<file path="config.mk">
export PLATFORM = sky130hd
export DESIGN_NAME = serial_subtractor
export DESIGN_NICKNAME = d
export VERILOG_FILES = /design/src/rtl/sub_pkg.sv /design/src/rtl/full_subtractor_case.sv /design/src/rtl/serial_subtractor.sv
export SDC_FILE = /design/constraint.sdc
export NUM_CORES = 1
export LEC_CHECK = 0
export ABC_AREA = 1
export CORE_MARGIN = 3
export CORE_UTILIZATION = 55
export DETAILED_ROUTE_END_ITERATION = 10
export PLACE_DENSITY = 0.84
export SYNTH_ARGS = -nofsm -noshare
export SYNTH_HDL_FRONTEND = slang
export SYNTH_SLANG_ARGS = --single-unit
</file>
<file path="constraint.sdc">
create_clock -name clk -period 2.4 [get_ports clk]
set_input_delay 0.48 -clock clk [delete_from_list [all_inputs] [get_ports clk]]
set_output_delay 0.48 -clock clk [all_outputs]
set_load 0.05 [all_outputs]
</file>
<file path="src/rtl/sub_pkg.sv">
// Shared types and constants for the bit-serial subtractor and the
// arithmetic blocks' testbenches.
package sub_pkg;

  typedef enum logic [1:0] {
    IDLE  = 2'd0,
    SHIFT = 2'd1,
    DONE  = 2'd2
  } state_t;

  // 1-bit full subtractor, indexed by {x,y,bi}; each entry is {d,bo}
  localparam logic [7:0][1:0] FS_TABLE = '{
    2'b11,  // 111
    2'b00,  // 110
    2'b00,  // 101
    2'b10,  // 100
    2'b01,  // 011
    2'b11,  // 010
    2'b11,  // 001
    2'b00   // 000
  };

  localparam logic [1:0] FS_000 = 2'b00;
  localparam logic [1:0] FS_001 = 2'b11;
  localparam logic [1:0] FS_010 = 2'b11;
  localparam logic [1:0] FS_011 = 2'b01;
  localparam logic [1:0] FS_100 = 2'b10;
  localparam logic [1:0] FS_101 = 2'b00;
  localparam logic [1:0] FS_110 = 2'b00;
  localparam logic [1:0] FS_111 = 2'b11;

endpackage

</file>
<file path="src/rtl/full_subtractor_case.sv">
// Combinational 1-bit full subtractor: x - y - bi -> difference d, borrow bo.
module full_subtractor_case
  import sub_pkg::*;
(
  input  logic x,
  input  logic y,
  input  logic bi,
  output logic d,
  output logic bo
);

  always_comb begin
    {d, bo} = FS_000;
    case ({x, y, bi})
      3'b000:  {d, bo} = FS_000;
      3'b001:  {d, bo} = FS_001;
      3'b010:  {d, bo} = FS_010;
      3'b011:  {d, bo} = FS_011;
      3'b100:  {d, bo} = FS_100;
      3'b101:  {d, bo} = FS_101;
      3'b110:  {d, bo} = FS_110;
      3'b111:  {d, bo} = FS_111;
      default: {d, bo} = FS_000;
    endcase
  end

endmodule

</file>
<file path="src/rtl/serial_subtractor.sv">
// Bit-serial W-bit subtractor, LSB first, with valid/ready start and done
// handshakes. One result bit per clock through a single full subtractor.
module serial_subtractor
  import sub_pkg::*;
#(
  parameter int W = 8
) (
  input  logic         clk,
  input  logic         rst_n,
  input  logic         start_valid,
  output logic         start_ready,
  input  logic [W-1:0] a,
  input  logic [W-1:0] b,
  input  logic         bin,
  output logic [W-1:0] diff,
  output logic         bout,
  output logic         done_valid,
  input  logic         done_ready
);

  localparam int CW = $clog2(W + 1);

  state_t          state;
  logic [W-1:0]    sa, sb, res, res_nxt;
  logic            brw;
  logic [CW-1:0]   cnt;
  logic            d, bo, last;

  full_subtractor_case u_fs (
    .x  (sa[0]),
    .y  (sb[0]),
    .bi (brw),
    .d  (d),
    .bo (bo)
  );

  // result fills from the top so bit 0 lands in diff[0] after W shifts
  generate
    if (W == 1) begin : g_res1
      assign res_nxt = d;
    end else begin : g_resn
      assign res_nxt = {d, res[W-1:1]};
    end
  endgenerate

  assign last        = (cnt == CW'(W - 1));
  assign start_ready = (state == IDLE);
  assign done_valid  = (state == DONE);

  always_ff @(posedge clk or negedge rst_n) begin
    if (!rst_n) begin
      state <= IDLE;
      sa    <= '0;
      sb    <= '0;
      res   <= '0;
      brw   <= 1'b0;
      cnt   <= '0;
      diff  <= '0;
      bout  <= 1'b0;
    end else begin
      case (state)
        IDLE: begin
          if (start_valid) begin
            sa    <= a;
            sb    <= b;
            brw   <= bin;
            cnt   <= '0;
            state <= SHIFT;
          end
        end
        SHIFT: begin
          sa  <= sa >> 1;
          sb  <= sb >> 1;
          brw <= bo;
          res <= res_nxt;
          cnt <= cnt + CW'(1);
          // outputs only change here, so diff never shows partial results
          if (last) begin
            diff  <= res_nxt;
            bout  <= bo;
            state <= DONE;
          end
        end
        DONE: begin
          if (done_ready) state <= IDLE;
        end
        default: state <= IDLE;
      endcase
    end
  end

endmodule

</file>
Word-level counts from Yosys, hierarchy flattened --
Memories as Yosys holds them, arrays and structs flattened. Index checks and enable logic that the tools add are counted.
Word-level totals: flip-flop bits (word level) 40, memory bits (read-only) 16, input bits 21, output and inout port bits 11, word-level logic and storage cells 33, memories kept 1
Cells by class: $add $sub $neg 1, equal/unequal tests 6, multiplexer cells 12, reductions and logical operators 5
Memory list:
- (name not given) | words 8, width 2, read ports 1, clocked after memory_dff 0, write ports 0, RTL line full_subtractor_case.sv:14 | case ({x, y, bi})
Operators with widths (number):
- $pmux W8 S2 | 2
- $mux W8 | 2
- $pmux W4 S2 | 1
- $mux W2 | 3
- $pmux W2 S3 | 1
- $add A4 B1 Y4 const B | 1
- $eq A4 B3 Y1 const B | 1
- $mux W4 | 1
- $ne A2 B2 Y1 const B | 2
- $reduce_and A2 Y1 | 2
- $reduce_and A3 Y1 | 1
- $eq A2 B1 Y1 const B | 1
- $eq A2 B2 Y1 const B | 1
- $logic_not A2 Y1 | 1
- $ne A2 B1 Y1 const B | 1
- $pmux W1 S2 | 1
- $reduce_bool A2 Y1 | 1
- $mux W1 | 1

Longest topological paths before layout --
Gate-level depths: netlist of the first run.
depth in word-level cells 3, gate-level depth with buffers 6, gate-level depth less buffers 6

Cells and area by module --
A second synthesis of the first run with hierarchy kept.
Second synthesis, totals: cells, all modules 200, area, all modules 1724.2 um^2
By module, submodules not included:
- serial_subtractor | times used 1, cells each 189, area an instance 1664.1 um^2
- full_subtractor_case | times used 1, cells each 11, area an instance 60.1 um^2

Worst setup path after synthesis of the first run --
No wires, ideal clock.
path type register to output, start point register state[0], end point output port done_valid, data arrival time 1.108 ns, data required time 1.920 ns, slack 0.812 ns, stages on the path, launching flop included 2, cells stage by stage dfrtp_1 -> nor2_1
Between the ends: cells in the longest elaborated chain, start to end 1
RTL lines:
- start, declared | RTL line serial_subtractor.sv:23 | state_t state;
- start signal, assigned | RTL line serial_subtractor.sv:52 | state <= IDLE;
- start signal, assigned | RTL line serial_subtractor.sv:68 | state <= SHIFT;
- start signal, assigned | RTL line serial_subtractor.sv:81 | state <= DONE;
- $eq A2 B2 Y1 | RTL line serial_subtractor.sv:48 | assign done_valid = (state == DONE);
- end, declared | RTL line serial_subtractor.sv:17 | output logic done_valid,
Every way passes these cells.

Worst setup path in the final report of the first run --
Same ends and word-level chain as after synthesis.

==> results of run 1 <==
## power breakdown
group | leakage, µW | switching, µW | internal, µW | total (µW)
registers | 0.000502 | 188 | 934 | 1120
clock network | 0.0000386 | 198 | 172 | 370
logic | 0.000482 | 765 | 400 | 1170
total | 0.00102 | 1150 | 1510 | 2660
## stage by stage
step	setup slack [ns]	power, µW
after floorplan	0.812	1990
after global placement	0.580	2250
after detailed placement	0.541	2310
after CTS	0.159	2680
after global routing	0.0823	2870
final	0.183	2660
## final cells by class
cell class / instances / share of cell area
flip-flops and latches: 39 / 0.468
repair buffers: 33 / 0.153
multi-input cells: 141 / 0.312
clock buffers: 8 / 0.0330
well taps: 31 / 0.0186
inverters: 8 / 0.0156
## metal layers
| layer | vias to the layer above | wire length [µm] | track usage | part of all wire |
|---|---|---|---|---|
| li1 | 701 | - | - | - |
| met4 | 0 | 25 | 0.0485 | 0.0076 |
| met2 | 38 | 1580 | 0.341 | 0.48 |
| met5 | - | 0 | 0 | 0 |
| met3 | 2 | 162 | 0.0640 | 0.049 |
| met1 | 629 | 1520 | 0.244 | 0.46 |
## logic make-up (layout without fill, tap and decap cells)
family | Yosys count | in the layout
adder cells (fa/ha/maj) | 3 | 3
flip-flops | 39 | 39
XOR/XNOR | 1 | 1
buffers and inverters | 16 | 49
AND/OR/NAND/NOR | 126 | 126
AO/OA/AOI/OAI | 11 | 11
## final timing paths
kind                                      start             endpoint  slack (ns)  cells past startpoint
setup / recovery           state[0]$_DFFE_PN0P_           done_valid        0.18                      2
max in group asynchronous                 rst_n     bout$_DFFE_PN0P_        1.64                      1
setup reg to reg           state[0]$_DFFE_PN0P_  diff[0]$_DFFE_PN0P_        0.96                      5
min in group clk             res[6]$_DFFE_PN0N_  diff[5]$_DFFE_PN0P_        0.49                      2
hold / removal                            rst_n  diff[1]$_DFFE_PN0P_        0.24                      1
hold reg to reg              res[6]$_DFFE_PN0N_  diff[5]$_DFFE_PN0P_        0.49                      2
## cell usage after synthesis
cell type / count
nand2_2: 2
inv_2: 1
o21ai_1: 4
inv_1: 6
dfrtp_1: 39
buf_6: 2
xor2_1: 1
ha_1: 3
o21ai_0: 5
nand2_1: 78
buf_2: 5
nand4_1: 1
o21bai_1: 1
nand3_1: 39
inv_4: 1
o31ai_1: 1
nor2_4: 2
buf_4: 1
nor2_1: 4
## cells in the final DEF, fill, tap and decap left out
| master | n |
|---|---|
| inv_2 | 1 |
| buf_4 | 2 |
| nand2_2 | 2 |
| clkbuf_4 | 5 |
| clkbuf_1 | 1 |
| o21ai_0 | 5 |
| xor2_1 | 1 |
| ha_1 | 3 |
| nand4_1 | 1 |
| o21ai_1 | 4 |
| o21bai_1 | 1 |
| nor2_4 | 2 |
| dfrtp_1 | 39 |
| clkdlybuf4s50_1 | 30 |
| buf_2 | 1 |
| o31ai_1 | 1 |
| nor2_1 | 4 |
| nand3_1 | 39 |
| inv_4 | 1 |
| clkbuf_8 | 2 |
| nand2_1 | 78 |
| inv_1 | 6 |
## sequential cells by signal (all words and copies together), names as in the netlist
register / count
state: 2
bout: 1
res: 7
sb: 8
diff: 8
sa: 8
brw: 1
cnt: 4
## worst reg2reg max path, stage by stage (launching register included)
cell	delay, ns
dfrtp_1	0.48
nand2_2	0.22
inv_4	0.27
nand2_2	0.21
nand2_1	0.11
nand2_1	0.06
==> results.toml, run 1 <==
[cells_and_area]
diodes = 0
regArea_um2 = 976
layout.nets = 252
final_util = 0.732
fillers = 211
stdcell_count = 260
syn_to_final_growth_pct = 21.8
drive_gt1_frac = 0.0699
design_area_um2 = 2090
multi_input_area_um2 = 651

[synthesis]
synth_xor_xnor_area_share = 0.00511
syn_avg_cell_area_um2 = 8.75
yosys_warnings = 0
syn_inst = 196
synth-adder-area-share = 0.0219
synth_compound_area_frac = 0.0350
post-synth-top-area-fraction = 0.569
synth_top_family_by_area = "simple AND/OR/NAND/NOR gates"
synth_top_area_cell = "dfrtp_1"
ys_types = 19
synthMuxAreaShare = 0
synth.area.top_cells = "dfrtp_1 57%, nand2_1 17%, nand3_1 11%"
synth-simple-area-share = 0.318
syn_nets = 220
synth_seq_area_share = 0.569
ys_seq_elements = 39
synth_area_um2 = 1710

[critical_path]
critPathCaptureType = "output pin"
critPathMaxStageDelay_ns = 0.80
crit_path_cell_trace = "nor2_1 > clkdlybuf4s50_1"
required_ns = 1.92
critPathBufInv = 1
path_max_fanout = 5
cp-start-kind = "flip-flop"
crit_arrival_ns = 1.74
cpLargestDelayFamily = "buffers and inverters"
worstSetupPathType = "reg -> out"
cp_slowest_cell = "clkdlybuf4s50_1"

[cts]
htreeDepth = 2
post-cts-setup-buffer-count = 0
cts_root_buf = "clkbuf_4"
holdBufCountCts = 0
cts_tree = "yes"
cts_buffers = 5
cts_sinks = 39
cts_buffer_depth = 2
cts_resized = 0
clk_latency_ns = 0.34
clk_pin_slew_worst_paths_ns = 0.10

[sta]
hold_violations = 0
drv_slew = 0
period_needed_ns = 2.22
grt_setup_unrepaired = "no"
finalCritPeriodShare = 0.924
fin_tns_setup_ns = 0
holdWs_ns = 0.235
tightest_slew_ns = 0.847
slew_headroom = 0.435
fmax_mhz = 451
skew_ns = 0.00523
setup_viol = 0

[global_routing]
globalRouteOverflowTotal = 0
grt_max_degree = 40
grt_pass1_vias = 1307
antenna_found_initial = 0
grt_first_pass_wirelength_mm = 5.53
grt_usage = 0.199

[die]
dieWidth_um = 61.8
fp.dieArea_um2 = 3820
placementRows = 19
pin_count = 32
coreArea_um2 = 2850
die_y_um = 61.8
initial_utilization = 0.601

[detailed_routing]
wl_mm = 3.29
drc = 0
drtAntennaViolNets = 0
dr.pass1.iters = 4
drt_iter0_markers = 86
routedWlPerCell_um = 12.6
dr_total_vias = 1370
routed_via_density = 5.27

[placement]
gp_congestion = 0.805
dp.cells = 252
dpl.hpwl_mm = 2.28
dpl_cell_area_um2 = 2020
port_buffers = 31

[power]
power.density_nw_per_um2 = 1270
ir_worst_vdd_v = 0.000619
p_leak_uw = 0.00102

[hold_path]
hold_path.class = "in -> async"

[run_status]
status = "complete, no violations"

[job]
cap_violations = 0
(Power assumes the default switching activity.)
==> inputs of run 2 (changes only) <==
--- a/config.mk
+++ b/config.mk
@@ -10,6 +10,7 @@
 export CORE_UTILIZATION = 55
 export DETAILED_ROUTE_END_ITERATION = 10
 export PLACE_DENSITY = 0.84
+export SLEW_MARGIN = 40
 export SYNTH_ARGS = -nofsm -noshare
 export SYNTH_HDL_FRONTEND = slang
 export SYNTH_SLANG_ARGS = --single-unit
==> run 2 against run 1 <==
Wire length did not move. Worst setup slack did not move. Count of clock-buffer cells in the layout did not move. Register-to-register slack barely moved. Global-route usage did not move. Die area did not move. Clock skew did not move. Cell count did not move. Critical path type unchanged. Critical endpoint unchanged. Largest cell class unchanged.
==> results.toml, run 2 (same netlist as run 1, synthesis figures left out) <==
[die]
die_y_um = 61.8
fp.dieArea_um2 = 3820
pin_count = 32
coreArea_um2 = 2850
initial_utilization = 0.601
dieWidth_um = 61.8
placementRows = 19

[global_routing]
grt_pass1_vias = 1307
grt_max_degree = 40
grt_first_pass_wirelength_mm = 5.53
globalRouteOverflowTotal = 0
antenna_found_initial = 0
grt_usage = 0.199

[cells_and_area]
syn_to_final_growth_pct = 21.9
diodes = 0
final_common_cell = "nand2_1"
layout_common_cells = "78 x nand2_1, 39 x nand3_1, 39 x dfrtp_1, 30 x clkdlybuf4s50_1, 6 x inv_1"
biggestRegsByFlops = "diff (8), sa (8), sb (8)"
design_area_um2 = 2090
layout.nets = 252
drive_gt1_frac = 0.0699

[critical_path]
r2r_slack_ns = 0.96
path_max_fanout = 5
cp-start-kind = "flip-flop"
worstReg2RegEnd = "diff[0]$_DFFE_PN0P_"
reg2regPathDepth = 5
worstSetupPathType = "reg -> out"
r2r-start = "state[0]$_DFFE_PN0P_"
critPathCaptureType = "output pin"
crit_arrival_ns = 1.74
required_ns = 1.92

[sta]
drv_slew = 0
hold_violations = 0
grt_setup_unrepaired = "no"
skew_ns = 0.00523
fin_tns_setup_ns = 0
slew_headroom = 0.669
fmax_mhz = 451
period_needed_ns = 2.22
setup_viol = 0
finalCritPeriodShare = 0.924
tightest_slew_ns = 0.495

[cts]
htreeDepth = 2
holdBufCountCts = 0
post-cts-setup-buffer-count = 0
cts_sinks = 39
clk_latency_ns = 0.34
cts_buffer_depth = 2
cts_tree = "yes"
clk_pin_slew_worst_paths_ns = 0.10
cts_buffers = 5
cts_root_buf = "clkbuf_4"
cts_resized = 0

[power]
ir_worst_vdd_v = 0.000619
p_leak_uw = 0.00102
power.density_nw_per_um2 = 1270

[detailed_routing]
routedWlPerCell_um = 12.6
wl_mm = 3.29
routed_via_density = 5.27
dr_total_vias = 1370
dr.pass1.iters = 4
drc = 0
drtAntennaViolNets = 0
drt_iter0_markers = 86

[run_status]
status = "complete, no violations"

[placement]
port_buffers = 31
dpl_cell_area_um2 = 2020
dpl.hpwl_mm = 2.28
gp_congestion = 0.805

[job]
cap_violations = 0

[hold_path]
hold_path.class = "in -> async"
run 2: cell count changes in the layout (fill, tap and decap cells not counted):
| cell | delta |
|---|---|
| buf_2 | -1 |
| buf_4 | +1 |
run 2: worst max-delay path by stage:
stage	from	to	slack, ns
after floorplan	state[0]$_DFFE_PN0P_	done_valid	0.81
after global placement	state[0]$_DFFE_PN0P_	start_ready	0.58
after detailed placement	state[0]$_DFFE_PN0P_	done_valid	0.54
after CTS	state[0]$_DFFE_PN0P_	done_valid	0.16
after global routing	state[0]$_DFFE_PN0P_	done_valid	0.08
final	state[0]$_DFFE_PN0P_	done_valid	0.18
run 2: worst max-delay path, cell delays in order, from the launching register on:
cell and delay (ns):
dfrtp_1 0.47, nor2_1 0.13, clkdlybuf4s50_1 0.80
run 2: where the power goes:
part | internal, µW | switching, µW | leakage (µW)
Combinational | 401 | 765 | 0.000483
Clock | 172 | 198 | 0.0000386
Sequential | 934 | 188 | 0.000502
Total | 1510 | 1150 | 0.00102
run 2: per-layer routing:
metal / GRT usage / part of all wire / vias to the layer above
met4: 0.0485 / 0.0076 / 0
li1: - / - / 701
met5: 0 / 0 / -
met3: 0.0640 / 0.049 / 2
met2: 0.341 / 0.48 / 38
met1: 0.244 / 0.46 / 629
run 2: cell type report:
| class | count | area [µm²] |
|---|---|---|
| sequential | 39 | 976 |
| fill | 212 | 763 |
| multi-input combinational | 141 | 651 |
| timing repair buffer | 33 | 323 |
| clock buffer | 8 | 68.8 |
| tap | 31 | 38.8 |
| inverter | 8 | 32.5 |
run 2: metrics by stage:
stage | hold slack (ns) | cells | util | total power, µW | setup WS [ns]
floorplan | 0.184 | 196 | - | 1990 | 0.812
global placement | 0.454 | 252 | 0.707 | 2250 | 0.580
detailed placement | 0.462 | 252 | 0.707 | 2310 | 0.541
CTS | 0.252 | 260 | 0.732 | 2680 | 0.159
global route | 0.0970 | 260 | 0.732 | 2870 | 0.0823
finish | 0.0921 | 260 | 0.732 | 2660 | 0.183
==> inputs of run 3 (changes only) <==
--- a/config.mk
+++ b/config.mk
@@ -7,9 +7,9 @@
 export LEC_CHECK = 0
 export ABC_AREA = 1
 export CORE_MARGIN = 3
-export CORE_UTILIZATION = 55
+export CORE_UTILIZATION = 51
 export DETAILED_ROUTE_END_ITERATION = 10
-export PLACE_DENSITY = 0.84
+export PLACE_DENSITY = 0.78
 export SLEW_MARGIN = 40
 export SYNTH_ARGS = -nofsm -noshare
 export SYNTH_HDL_FRONTEND = slang
==> constraint.sdc (replaced) <==
create_clock -name clk -period 2.1 [get_ports clk]
set_input_delay 0.42 -clock clk [delete_from_list [all_inputs] [get_ports clk]]
set_output_delay 0.42 -clock clk [all_outputs]
set_load 0.05 [all_outputs]
==> run 3 against run 2 <==
Clock power grew 43%. Register-to-register slack lost 0.33 ns. Count of clock-buffer cells in the layout shrank 2. Worst setup slack got worse by 0.027 ns. Critical path type unchanged.
==> results.toml, run 3 (same netlist as run 1, synthesis figures left out) <==
[cells_and_area]
biggestRegsByFlops = "diff (8), sa (8), sb (8)"
fillers = 264
stdcell_count = 275
final_common_cell = "nand2_1"
diodes = 0
design_area_um2 = 2130
drive_gt1_frac = 0.0909
syn_to_final_growth_pct = 24.3
layout.nets = 254
layout_common_cells = "78 x nand2_1, 39 x nand3_1, 39 x dfrtp_1, 28 x clkdlybuf4s50_1"

[global_routing]
antenna_found_initial = 0
grt_usage = 0.196
gr-usage-met1 = 0.222
grt_max_degree = 27
grt_first_pass_wirelength_mm = 6.09
met2_usage = 0.330
globalRouteOverflowTotal = 0
grt_pass1_vias = 1423
busiest_layer = "met2"
grt_use_met3 = 0.0668

[critical_path]
required_ns = 1.68
cpLargestDelayFamily = "buffers and inverters"
critPathCaptureType = "output pin"
crit_path_cell_trace = "clkdlybuf4s50_1"
crit_arrival_ns = 1.52
path_max_fanout = 2
worstSetupPathType = "reg -> out"
cp-start-kind = "flip-flop"
cp_slowest_cell = "clkdlybuf4s50_1"
critPathMaxStageDelay_ns = 0.81
critPathBufInv = 1

[cts]
cts_root_buf = "clkbuf_4"
clk_pin_slew_worst_paths_ns = 0.12
cts_tree = "yes"
cts_buffer_depth = 2
cts_sinks = 39
clk_latency_ns = 0.35
cts_resized = 0
holdBufCountCts = 0
htreeDepth = 2
post-cts-setup-buffer-count = 0
cts_buffers = 5

[run_status]
status = "complete, no violations"

[placement]
dp.cells = 267
place_ws_ns = 0.515
dpl.hpwl_mm = 2.40
gp_congestion = 0.780
dpl_cell_area_um2 = 2040
port_buffers = 31

[sta]
drv_slew = 0
finalCritPeriodShare = 0.926
period_needed_ns = 1.94
slew_headroom = 0.665
setup_viol = 0
skew_ns = 0.0113
setup_slack_ns = 0.155
grt_setup_unrepaired = "no"
fin_tns_setup_ns = 0
fmax_mhz = 514
hold_violations = 0
tightest_slew_ns = 0.501

[detailed_routing]
routed_via_density = 5.07
drc = 0
drtAntennaViolNets = 0
drt_iter0_markers = 117
dr.pass1.iters = 5
wl_mm = 3.44
dr_total_vias = 1393
routedWlPerCell_um = 12.5

[die]
coreArea_um2 = 3130
initial_utilization = 0.548
placementRows = 20
die_y_um = 64.0
pin_count = 32
dieWidth_um = 64.0
fp.dieArea_um2 = 4090

[power]
ir_worst_vdd_v = 0.000675
p_comb_frac = 0.424
clock_power_share = 0.167
power.density_nw_per_um2 = 1480
switching_share = 0.428
power_frac_seq = 0.408
p_sw_uw = 1350
p_leak_uw = 0.00105
intPower_uw = 1810

[hold_path]
hold_path.class = "in -> async"

[job]
cap_violations = 0
[run 3: cell count changes in the layout (fill, tap and decap cells not counted)]
cell and change:
buf_4 +3, clkinv_2 +1, bufinv_16 +1, buf_2 +1, clkdlybuf4s50_1 -2, clkbuf_8 -1, clkbuf_1 -1
[run 3: path summary, 6_finish.rpt]
check                                     start                  end  slack (ns)  cells after the start
max in group asynchronous                 rst_n   cnt[0]$_DFFE_PN0P_        1.56                      2
setup reg to reg           state[0]$_DFFE_PN0P_  diff[3]$_DFFE_PN0P_        0.63                      5
setup / recovery            diff[2]$_DFFE_PN0P_              diff[2]        0.16                      1
hold reg to reg              res[2]$_DFFE_PN0N_  diff[1]$_DFFE_PN0P_        0.48                      2
hold / removal                            rst_n     bout$_DFFE_PN0P_        0.01                      1
min in group clk             res[2]$_DFFE_PN0N_  diff[1]$_DFFE_PN0P_        0.48                      2
[run 3: cell type report]
class	instances	area, µm²	share of cell area
flip-flops and latches	39	976	0.458
multi-input cells	141	651	0.305
repair buffers	35	330	0.155
well taps	44	55.1	0.0258
clock buffers	6	51.3	0.0241
clock inverters	2	35.0	0.0164
inverters	8	32.5	0.0153
[run 3: metal layers]
metal | wire length [µm] | part of all wire | vias up
met4 | 61 | 0.018 | 0
met3 | 215 | 0.063 | 7
met2 | 1680 | 0.49 | 40
met1 | 1480 | 0.43 | 641
li1 | - | - | 705
met5 | 0 | 0 | -
[run 3: power groups by stage]
stage               logic (µW)  registers, µW  clock network [µW]
floorplan                  755           1510                   0
global placement          1290           1270                   0
detailed placement        1350           1300                   0
CTS                       1350           1280                 541
global route              1500           1330                 576
finish                    1340           1290                 528
[run 3: through the flow]
stage | util | power [µW] | hold slack (ns)
floorplan | - | 2270 | 0.124
global placement | 0.654 | 2570 | 0.407
detailed placement | 0.654 | 2640 | 0.413
CTS | 0.681 | 3180 | 0.0137
global route | 0.681 | 3400 | 0.0273
finish | 0.681 | 3160 | 0.0131
[run 3: worst reg2reg max path, cell delays in order (launching register included)]
cell	delay, ns
dfrtp_1	0.48
nand2_2	0.23
inv_4	0.28
nand2_2	0.20
nand2_1	0.11
nand2_1	0.06
